[src/rtl/fifo_rd_pkg.sv]
// Shared constants and helpers for the FIFO read-side packer.
// Default widths are also used by benches so both sides agree on geometry.
package fifo_rd_pkg;

  localparam int DEF_DW    = 8;
  localparam int DEF_RATIO = 4;
  localparam int MAX_RATIO = 16;

  function automatic int unsigned lane_lo(input int unsigned lane, input int unsigned dw);
    return lane * dw;
  endfunction

  // Contiguous low-lane mask: n lanes filled -> n ones from bit 0 upward.
  function automatic logic [MAX_RATIO-1:0] mask(input int unsigned n);
    logic [MAX_RATIO-1:0] m;
    for (int unsigned k = 0; k < MAX_RATIO; k++) begin
      m[k] = (k < n);
    end
    return m;
  endfunction

endpackage

[src/rtl/fifo_rd_packer.sv]
// Pops DW-bit FIFO entries and packs RATIO of them into one valid/ready word;
// a flush request emits a partially filled word with a lane keep mask.
module fifo_rd_packer
  import fifo_rd_pkg::*;
#(
  parameter int DW    = DEF_DW,
  parameter int RATIO = DEF_RATIO,
  parameter int CW    = $clog2(RATIO + 1)
) (
  input  logic                clk,
  input  logic                rst,
  input  logic                fifo_empty,
  output logic                fifo_read,
  input  logic [DW-1:0]       fifo_dout,
  input  logic                flush,
  output logic [DW*RATIO-1:0] out_data,
  output logic [RATIO-1:0]    out_keep,
  output logic                out_valid,
  input  logic                out_ready,
  output logic                busy
);

  logic [CW-1:0]       r_cnt;
  logic                r_rd_q;
  logic                r_flush_pend;
  logic [DW*RATIO-1:0] r_asm;
  logic [DW*RATIO-1:0] r_out_data;
  logic [RATIO-1:0]    r_out_keep;
  logic                r_out_valid;

  logic                w_full;
  logic                w_cnt_nz;
  logic                w_out_free;
  logic                w_flush_go;
  logic                w_xfer;
  logic [CW-1:0]       w_cnt_eff;
  logic                w_room;
  logic                w_fifo_read;
  logic                w_flush_clr;
  logic [DW*RATIO-1:0] w_asm_next;

  assign w_full     = (r_cnt == CW'(RATIO));
  assign w_cnt_nz   = (r_cnt != '0);
  assign w_out_free = !r_out_valid || out_ready;
  // A flush may only close the word once no popped entry is still in flight.
  assign w_flush_go = r_flush_pend && w_cnt_nz && !r_rd_q;
  assign w_xfer     = (w_full || w_flush_go) && w_out_free;
  assign w_cnt_eff  = w_xfer ? '0 : r_cnt;

  // Equivalent to cnt_eff + rd_q < RATIO without widening the counter.
  assign w_room      = r_rd_q ? (w_cnt_eff < CW'(RATIO - 1)) : (w_cnt_eff < CW'(RATIO));
  assign w_fifo_read = !fifo_empty && !r_flush_pend && w_room;
  assign w_flush_clr = w_xfer || (!w_cnt_nz && !r_rd_q);

  // A word leaving the assembly restarts it from zero so unfilled lanes read 0.
  always_comb begin
    w_asm_next = w_xfer ? '0 : r_asm;
    for (int k = 0; k < RATIO; k++) begin
      if (r_rd_q && (w_cnt_eff == CW'(k))) begin
        w_asm_next[lane_lo(k, DW) +: DW] = fifo_dout;
      end
    end
  end

  always_ff @(posedge clk or posedge rst) begin
    if (rst) begin
      r_cnt        <= '0;
      r_rd_q       <= 1'b0;
      r_flush_pend <= 1'b0;
      r_asm        <= '0;
      r_out_data   <= '0;
      r_out_keep   <= '0;
      r_out_valid  <= 1'b0;
    end else begin
      r_rd_q       <= w_fifo_read;
      r_cnt        <= w_cnt_eff + CW'(r_rd_q);
      r_asm        <= w_asm_next;
      r_flush_pend <= flush || (r_flush_pend && !w_flush_clr);
      if (w_xfer) begin
        r_out_data  <= r_asm;
        r_out_keep  <= RATIO'(mask(int'(r_cnt)));
        r_out_valid <= 1'b1;
      end else if (out_ready) begin
        r_out_valid <= 1'b0;
      end
    end
  end

  assign fifo_read = w_fifo_read;
  assign out_data  = r_out_data;
  assign out_keep  = r_out_keep;
  assign out_valid = r_out_valid;
  assign busy      = w_cnt_nz || r_rd_q || r_out_valid;

endmodule

[config.mk]
export PLATFORM = sky130hd
export DESIGN_NAME = fifo_rd_packer
export DESIGN_NICKNAME = d
export VERILOG_FILES = /design/src/rtl/fifo_rd_pkg.sv /design/src/rtl/fifo_rd_packer.sv
export SDC_FILE = /design/constraint.sdc
export NUM_CORES = 1
export LEC_CHECK = 0
export BUFFER_PORTS_ARGS = -buffer_cell sky130_fd_sc_hd__buf_2
export CORE_MARGIN = 4
export CORE_UTILIZATION = 39
export DETAILED_ROUTE_END_ITERATION = 8
export RECOVER_POWER = 50
export SLEW_MARGIN = 25
export SYNTH_ARGS = -nofsm -noshare
export SYNTH_HDL_FRONTEND = slang
export SYNTH_SLANG_ARGS = --single-unit
[constraint.sdc]
create_clock -name clk -period 4 [get_ports clk]
set_input_delay 0.4 -clock clk [delete_from_list [all_inputs] [get_ports clk]]
set_output_delay 0.4 -clock clk [all_outputs]
set_load 0.02 [all_outputs]
==> results of run 1 <==
==> power by group <==
part | internal (mW) | switching, mW | leakage, nW
clock | 0.293 | 0.294 | 0.100
combinational | 0.250 | 0.363 | 0.587
sequential | 0.936 | 0.112 | 0.992
==> metal layers <==
layer	global-route usage, %	up-vias
li1	-	934
met1	20.46	971
met2	20.50	55
met3	2.893	10
met4	7.583	0
met5	0	-
==> worst min-delay path by stage <==
stage | endpoint
detailed placement | out_keep[0]
floorplan | r_asm[4]
global placement | out_keep[0]
global route | r_rd_q
finish | r_rd_q
CTS | out_data[29]
==> kinds of logic after synthesis <==
logic type	Yosys count	synth area share, %
simple gates	59	8.582
buf+inv	18	3.234
xor+xnor	1	0.2903
flops	74	61.36
compound gates	37	8.085
mux	50	18.45
==> metrics by stage <==
stage	hold WS, ps	power (mW)	util [%]
6_report	233.2	2.248	47.88
5_1_grt	229.2	2.383	47.88
4_1_cts	109.2	2.297	48.27
3_5_place_dp	479.8	1.703	45.53
3_3_place_gp	447.7	1.695	45.53
2_1_floorplan	467.2	1.499	-
==> state kept, by name, summed over array words and instances (netlist names) <==
| name | flops |
|---|---|
| out_data | 32 |
| out_keep | 4 |
| out_valid | 1 |
| r_asm | 32 |
| r_cnt | 3 |
| r_flush_pend | 1 |
| r_rd_q | 1 |
==> synth_stat cells (all sizes together) <==
cell	instances	area share, %
o221ai	2	0.58
buf	12	2.5
a22o	8	2.3
a21oi	10	1.7
nor2	19	2.4
o21ai	12	2.0
mux2	33	13
a2111oi	1	0.29
clkbuf	3	0.37
or4	1	0.25
a31oi	1	0.21
or2	4	0.83
nand2b	4	0.83
o22ai	1	0.21
nand3	1	0.17
xor2	1	0.29
nand2	26	3.2
a31o	1	0.29
o311ai	1	0.54
nor2b	2	0.41
inv	3	0.37
mux2i	17	5.6
dfrtp	74	61
nor3b	2	0.50
==> final cells by class <==
cell class                 count  area (sq um)
multi-input combinational    147          1076
timing repair buffer          56         264.0
clock inverter                 7         77.57
sequential                    74          1852
tap                           99         123.9
fill                         720          3841
clock buffer                   9         123.9
inverter                       3         11.26
==> flow_metrics.py, run 1 <==
metrics = {
    "run_status": {
        "status": "finished clean",
    },
    "detailed_routing": {
        "met3_length_um": 292,
        "top_layer_used": "met4",
        "drt_iter0_markers": 104,
        "wl_met2_um": 2750,
        "drt-total-wl_um": 6008,
        "routed-via-count": 1970,
        "vias_per_cell": 4.987,
        "drc_errors": 0,
        "drt.antenna.violating_nets": 0,
        "drt_first_pass_iters": 4,
        "wl_met1_um": 2843,
        "wl_per_cell_um": 15.21,
    },
    "global_routing": {
        "antenna_found_initial": 0,
        "grt_pass1_wl_um": 9956,
        "grt-ovfl-total": 0,
        "grt_max_degree": 49,
        "grt_pass1_vias": 1975,
        "grt_use_total_pct": 14.33,
    },
    "critical_path": {
        "setup.worst_path.start": "r_cnt[0]",
        "path_buf_inv": 1,
        "critical_path_class": "register to output port",
        "reg2reg_slack_ps": 1520,
        "slowest_stage": "a2111oi_0",
        "cp-endpoint": "fifo_read",
        "r2r-start": "r_cnt[0]",
        "slowest_delay_ps": 530,
        "cp_cell_sequence": "or2_1 -> nand2_1 -> nand2_1 -> a2111oi_0 -> buf_2",
        "cp_common_cell": "nand2_1",
        "startpoint_type": "register",
        "cp_max_fo": 10,
        "worst-path-stages": 5,
        "rr_worst_depth": 5,
        "crit_family": "simple AND/OR/NAND/NOR gates",
        "r2r_end": "out_data[17]",
        "cp-end-kind": "output port",
        "critical_path_required_ps": 3600,
        "arrival_ps": 2180,
    },
    "floorplan": {
        "rows": 31,
        "num_io_pins": 52,
        "coreArea_sq_um": 7370,
        "die-area_sq_um": 9209,
        "die_y_um": 95.97,
        "start_util_pct": 40.95,
        "fp.dieW_um": 95.97,
    },
    "cells_and_area": {
        "layout_common_cells": "74 x dfrtp_1, 30 x buf_2, 29 x mux2_2",
        "stdcell_count": 395,
        "antenna_cells": 0,
        "fin_nets": 304,
        "area_growth_pct": 16.92,
        "drive_above_1_share_pct": 30.41,
        "layout_commonest_cell": "dfrtp_1",
        "postLayoutCellArea_sq_um": 3528,
    },
    "placed_design": {
        "placed_cells": 379,
        "pre_cts_ws_ps": 1505,
        "place_area_sq_um": 3356,
        "gp_congestion": 0.8267,
        "dp_hpwl_um": 4067,
        "port_buffers": 51,
    },
    "timing": {
        "setup_tns_ps": 0,
        "rsz0062_at_grt": "false",
        "skew_ps": 5.859,
        "setup_viol_count_final": 0,
        "fmax_mhz": 387.0,
        "fin_crit_sh_pct": 64.60,
        "slew-limit-headroom_pct": 22.97,
        "maxSlewViolCount": 0,
        "hold_viol": 0,
        "period_minus_slack_ps": 2584,
        "worst_slew_pin_slew_ps": 1155,
        "setup_slack_ps": 1416,
    },
    "clocking": {
        "post-cts-setup-buffers": 0,
        "hold_buffers": 0,
        "post_cts_resized": 0,
        "cts_tree": "yes",
        "cts_buffers": 9,
        "cts_root_buffer": "clkbuf_8",
        "clock_sinks": 74,
        "cts_buffer_depth": 2,
        "insertion_delay_ps": 350,
        "clk_pin_slew_ps": 80,
        "htree_levels": 3,
    },
    "pwr": {
        "power.density_nw_per_um2": 637.1,
        "max-vdd-ir-drop_uv": 296.8,
        "p_leak_nw": 1.680,
    },
    "synthesis": {
        "synth_area_per_cell_sq_um": 12.63,
        "synth_area_sq_um": 3018,
        "syn-num-nets": 252,
        "netlist_instances": 239,
        "yosysWarnings": 0,
        "synth.distinct_cells": 28,
        "yosysSeqAreaShare_pct": 61.36,
        "ys_ff_latch": 74,
    },
    "min_path": {
        "hold_class": "primary input to register",
        "hp-start": "fifo_empty",
        "whs_path_depth": 2,
    },
    "flow_run": {
        "drv_cap": 0,
    },
}
Power figures use the tool's default switching activity.
==> run 2: changes to the inputs <==
- ABC_AREA: unset -> 1
- clock period: 4 -> 2.4 ns (I/O delays scaled with it)
==> run 2 against run 1 <==
  * The flow now finishes with violations (capacitance limit, slew limit)
  * Count of clock-buffer cells in the layout increased by 3
  * Critical path type unchanged
  * Highest routed layer unchanged
  * Combinational power grew to 2.8 times the previous value
  * Global-route usage increased by 1.6 points
  * Critical endpoint unchanged
  * Die area fell by 0.30%
==> flow_metrics.py, run 2 <==
metrics = {
    "synthesis": {
        "synth.distinct_cells": 23,
        "netlist_instances": 331,
        "synth_top_area_cell": "dfrtp_1",
        "yosysWarnings": 0,
        "synth_commonest_cells": "167 x nand2_1, 74 x dfrtp_1, 41 x nand3_1",
        "yosysMostFrequentCell": "nand2_1",
        "syn-num-nets": 344,
        "synth-edff-count": 0,
        "ys.flop_type": "dfrtp_1",
        "ys_ff_latch": 74,
        "async_flop_share_pct": 100.0,
        "synth_area_per_cell_sq_um": 9.087,
        "yosysSeqAreaShare_pct": 61.56,
        "synth_area_sq_um": 3008,
        "netlist_top_cells_area": "dfrtp_1 62%, nand2_1 21%, nand3_1 6.8%",
        "netlist.area_leader.share_pct": 61.56,
    },
    "pwr": {
        "p_leak_nw": 2.027,
        "max-vdd-ir-drop_uv": 586.3,
        "power.density_nw_per_um2": 1319,
        "power_mw": 4.761,
    },
    "floorplan": {
        "start_util_pct": 40.81,
        "rows": 31,
        "fp.dieW_um": 95.82,
        "num_io_pins": 52,
        "die-area_sq_um": 9181,
        "die_y_um": 95.82,
        "coreArea_sq_um": 7370,
    },
    "timing": {
        "fmax_mhz": 451.9,
        "maxSlewViolCount": 75,
        "period_minus_slack_ps": 2213,
        "slew-limit-headroom_pct": -6.610,
        "rsz0062_at_grt": "false",
        "worst_slew_pin_slew_ps": 1599,
        "skew_ps": 13.30,
        "setup_slack_ps": 187.1,
        "whs_ps": 90.25,
        "setup_viol_count_final": 0,
        "setup_tns_ps": 0,
        "hold_viol": 0,
        "fin_crit_sh_pct": 92.20,
    },
    "critical_path": {
        "cp-endpoint": "fifo_read",
        "setup.worst_path.start": "r_cnt[1]",
        "cp_cell_sequence": "nor2_2 -> nand2_2 -> nand3_4 -> nand3_4 -> nor2_4 -> nor2_1 -> buf_2",
        "critical_path_class": "register to output port",
        "slowest_delay_ps": 470,
        "cp_common_cell": "nand3_4",
        "arrival_ps": 1970,
        "rr_worst_depth": 10,
        "r2r-start": "r_cnt[0]",
        "r2r_end": "r_asm[18]",
        "reg2reg_slack_ps": 500,
        "slowest_stage": "dfrtp_1",
        "cp_max_fo": 22,
        "cp-end-kind": "output port",
        "critical_path_required_ps": 2160,
        "startpoint_type": "register",
    },
    "placed_design": {
        "port_buffers": 51,
        "dp_hpwl_um": 4479,
        "placed_cells": 476,
        "pre_cts_ws_ps": 502.5,
        "gp_congestion": 0.8201,
    },
    "detailed_routing": {
        "drt_iter0_markers": 131,
        "drt.antenna.violating_nets": 0,
        "wl_per_cell_um": 13.37,
        "drt-total-wl_um": 6593,
        "drt_first_pass_iters": 4,
        "drc_errors": 0,
        "vias_per_cell": 4.649,
        "routed-via-count": 2292,
    },
    "cells_and_area": {
        "drive_above_1_share_pct": 18.27,
        "fin_nets": 402,
        "stdcell_count": 493,
        "antenna_cells": 0,
        "layout_commonest_cell": "nand2_1",
        "layout_common_cells": "167 x nand2_1, 74 x dfrtp_1, 41 x nand3_1",
        "area_growth_pct": 20.05,
    },
    "flow_run": {
        "drv_cap": 1,
    },
    "clocking": {
        "cts_tree": "yes",
        "clock_sinks": 74,
        "clk_pin_slew_ps": 70,
        "htree_levels": 3,
        "cts_buffer_depth": 2,
        "cts_root_buffer": "clkbuf_8",
        "insertion_delay_ps": 350,
        "cts_buffers": 9,
        "post_cts_resized": 0,
        "post-cts-setup-buffers": 0,
    },
    "global_routing": {
        "grt_use_total_pct": 15.93,
        "antenna_found_initial": 0,
        "grt_pass1_vias": 2284,
        "grt_max_degree": 75,
        "grt_pass1_wl_um": 11070,
        "grt-ovfl-total": 0,
    },
    "run_status": {
        "violations": "capacitance limit, slew limit",
        "status": "finished, violations left",
    },
    "min_path": {
        "hold_class": "primary input to register",
    },
}
==> run 2: per-layer routing <==
metal  share of wire (%)  vias to the layer above  wire length, um  global-route usage, %
met4                0.80                        0               53                  4.621
met2                  49                       42             3200                  25.83
li1                    -                     1163                -                      -
met5                   0                        -                0                      0
met1                  46                     1083             3005                  20.38
met3                 5.1                        4              334                  5.238
==> run 2: cells by family after synthesis <==
group | Yosys count | synth area share [%]
xor gates and xnor gates | 1 | 0.2912
buffers and inverters | 24 | 3.785
AOI/OAI and AO/OA | 10 | 2.163
and+or+nand+nor | 222 | 32.20
DFF | 74 | 61.56
==> run 2: area by class of cell <==
class | count | area [sq um]
sequential | 74 | 1852
clock buffer | 12 | 155.1
clock inverter | 4 | 97.59
timing repair buffer | 60 | 299.0
tap | 99 | 123.9
multi-input combinational | 233 | 1042
fill | 759 | 3759
inverter | 11 | 41.29
==> run 2: worst min path at each step <==
stage,cells past startpoint,to,startpoint,slack (ps)
floorplan,1,r_flush_pend,flush,350
global placement,3,out_data[0],rst,360
detailed placement,3,out_data[2],rst,360
CTS,2,r_flush_pend,flush,80
global route,2,r_flush_pend,flush,90
finish,2,r_flush_pend,flush,90
==> run 2: power breakdown <==
part           switching [mW]  total (mW)  internal, mW
Sequential              0.221        1.84          1.61
Clock                   0.451        1.20         0.748
Combinational            1.22        1.73         0.508
==> run 2: timing repair <==
item / CTS / global route
setup endpoints to repair: 0 / 0
endpoints found under the hold margin: 74 / 0
hold buffers: 1 / 0
==> run 2: worst max-delay path: cells and delay by family, from the launching register on <==
family                 cells  cell delay [ps]
buffers and inverters      1              170
flip-flops                 1              470
AND/OR/NAND/NOR            6             1000
==> run 2: per-stage QoR <==
stage                     utilization, %  area [sq um]
after global routing               49.00          3611
after detailed placement           45.96          3387
after floorplan                        -          3008
after global placement             45.96          3387
final                              49.00          3611
after CTS                          49.52          3650
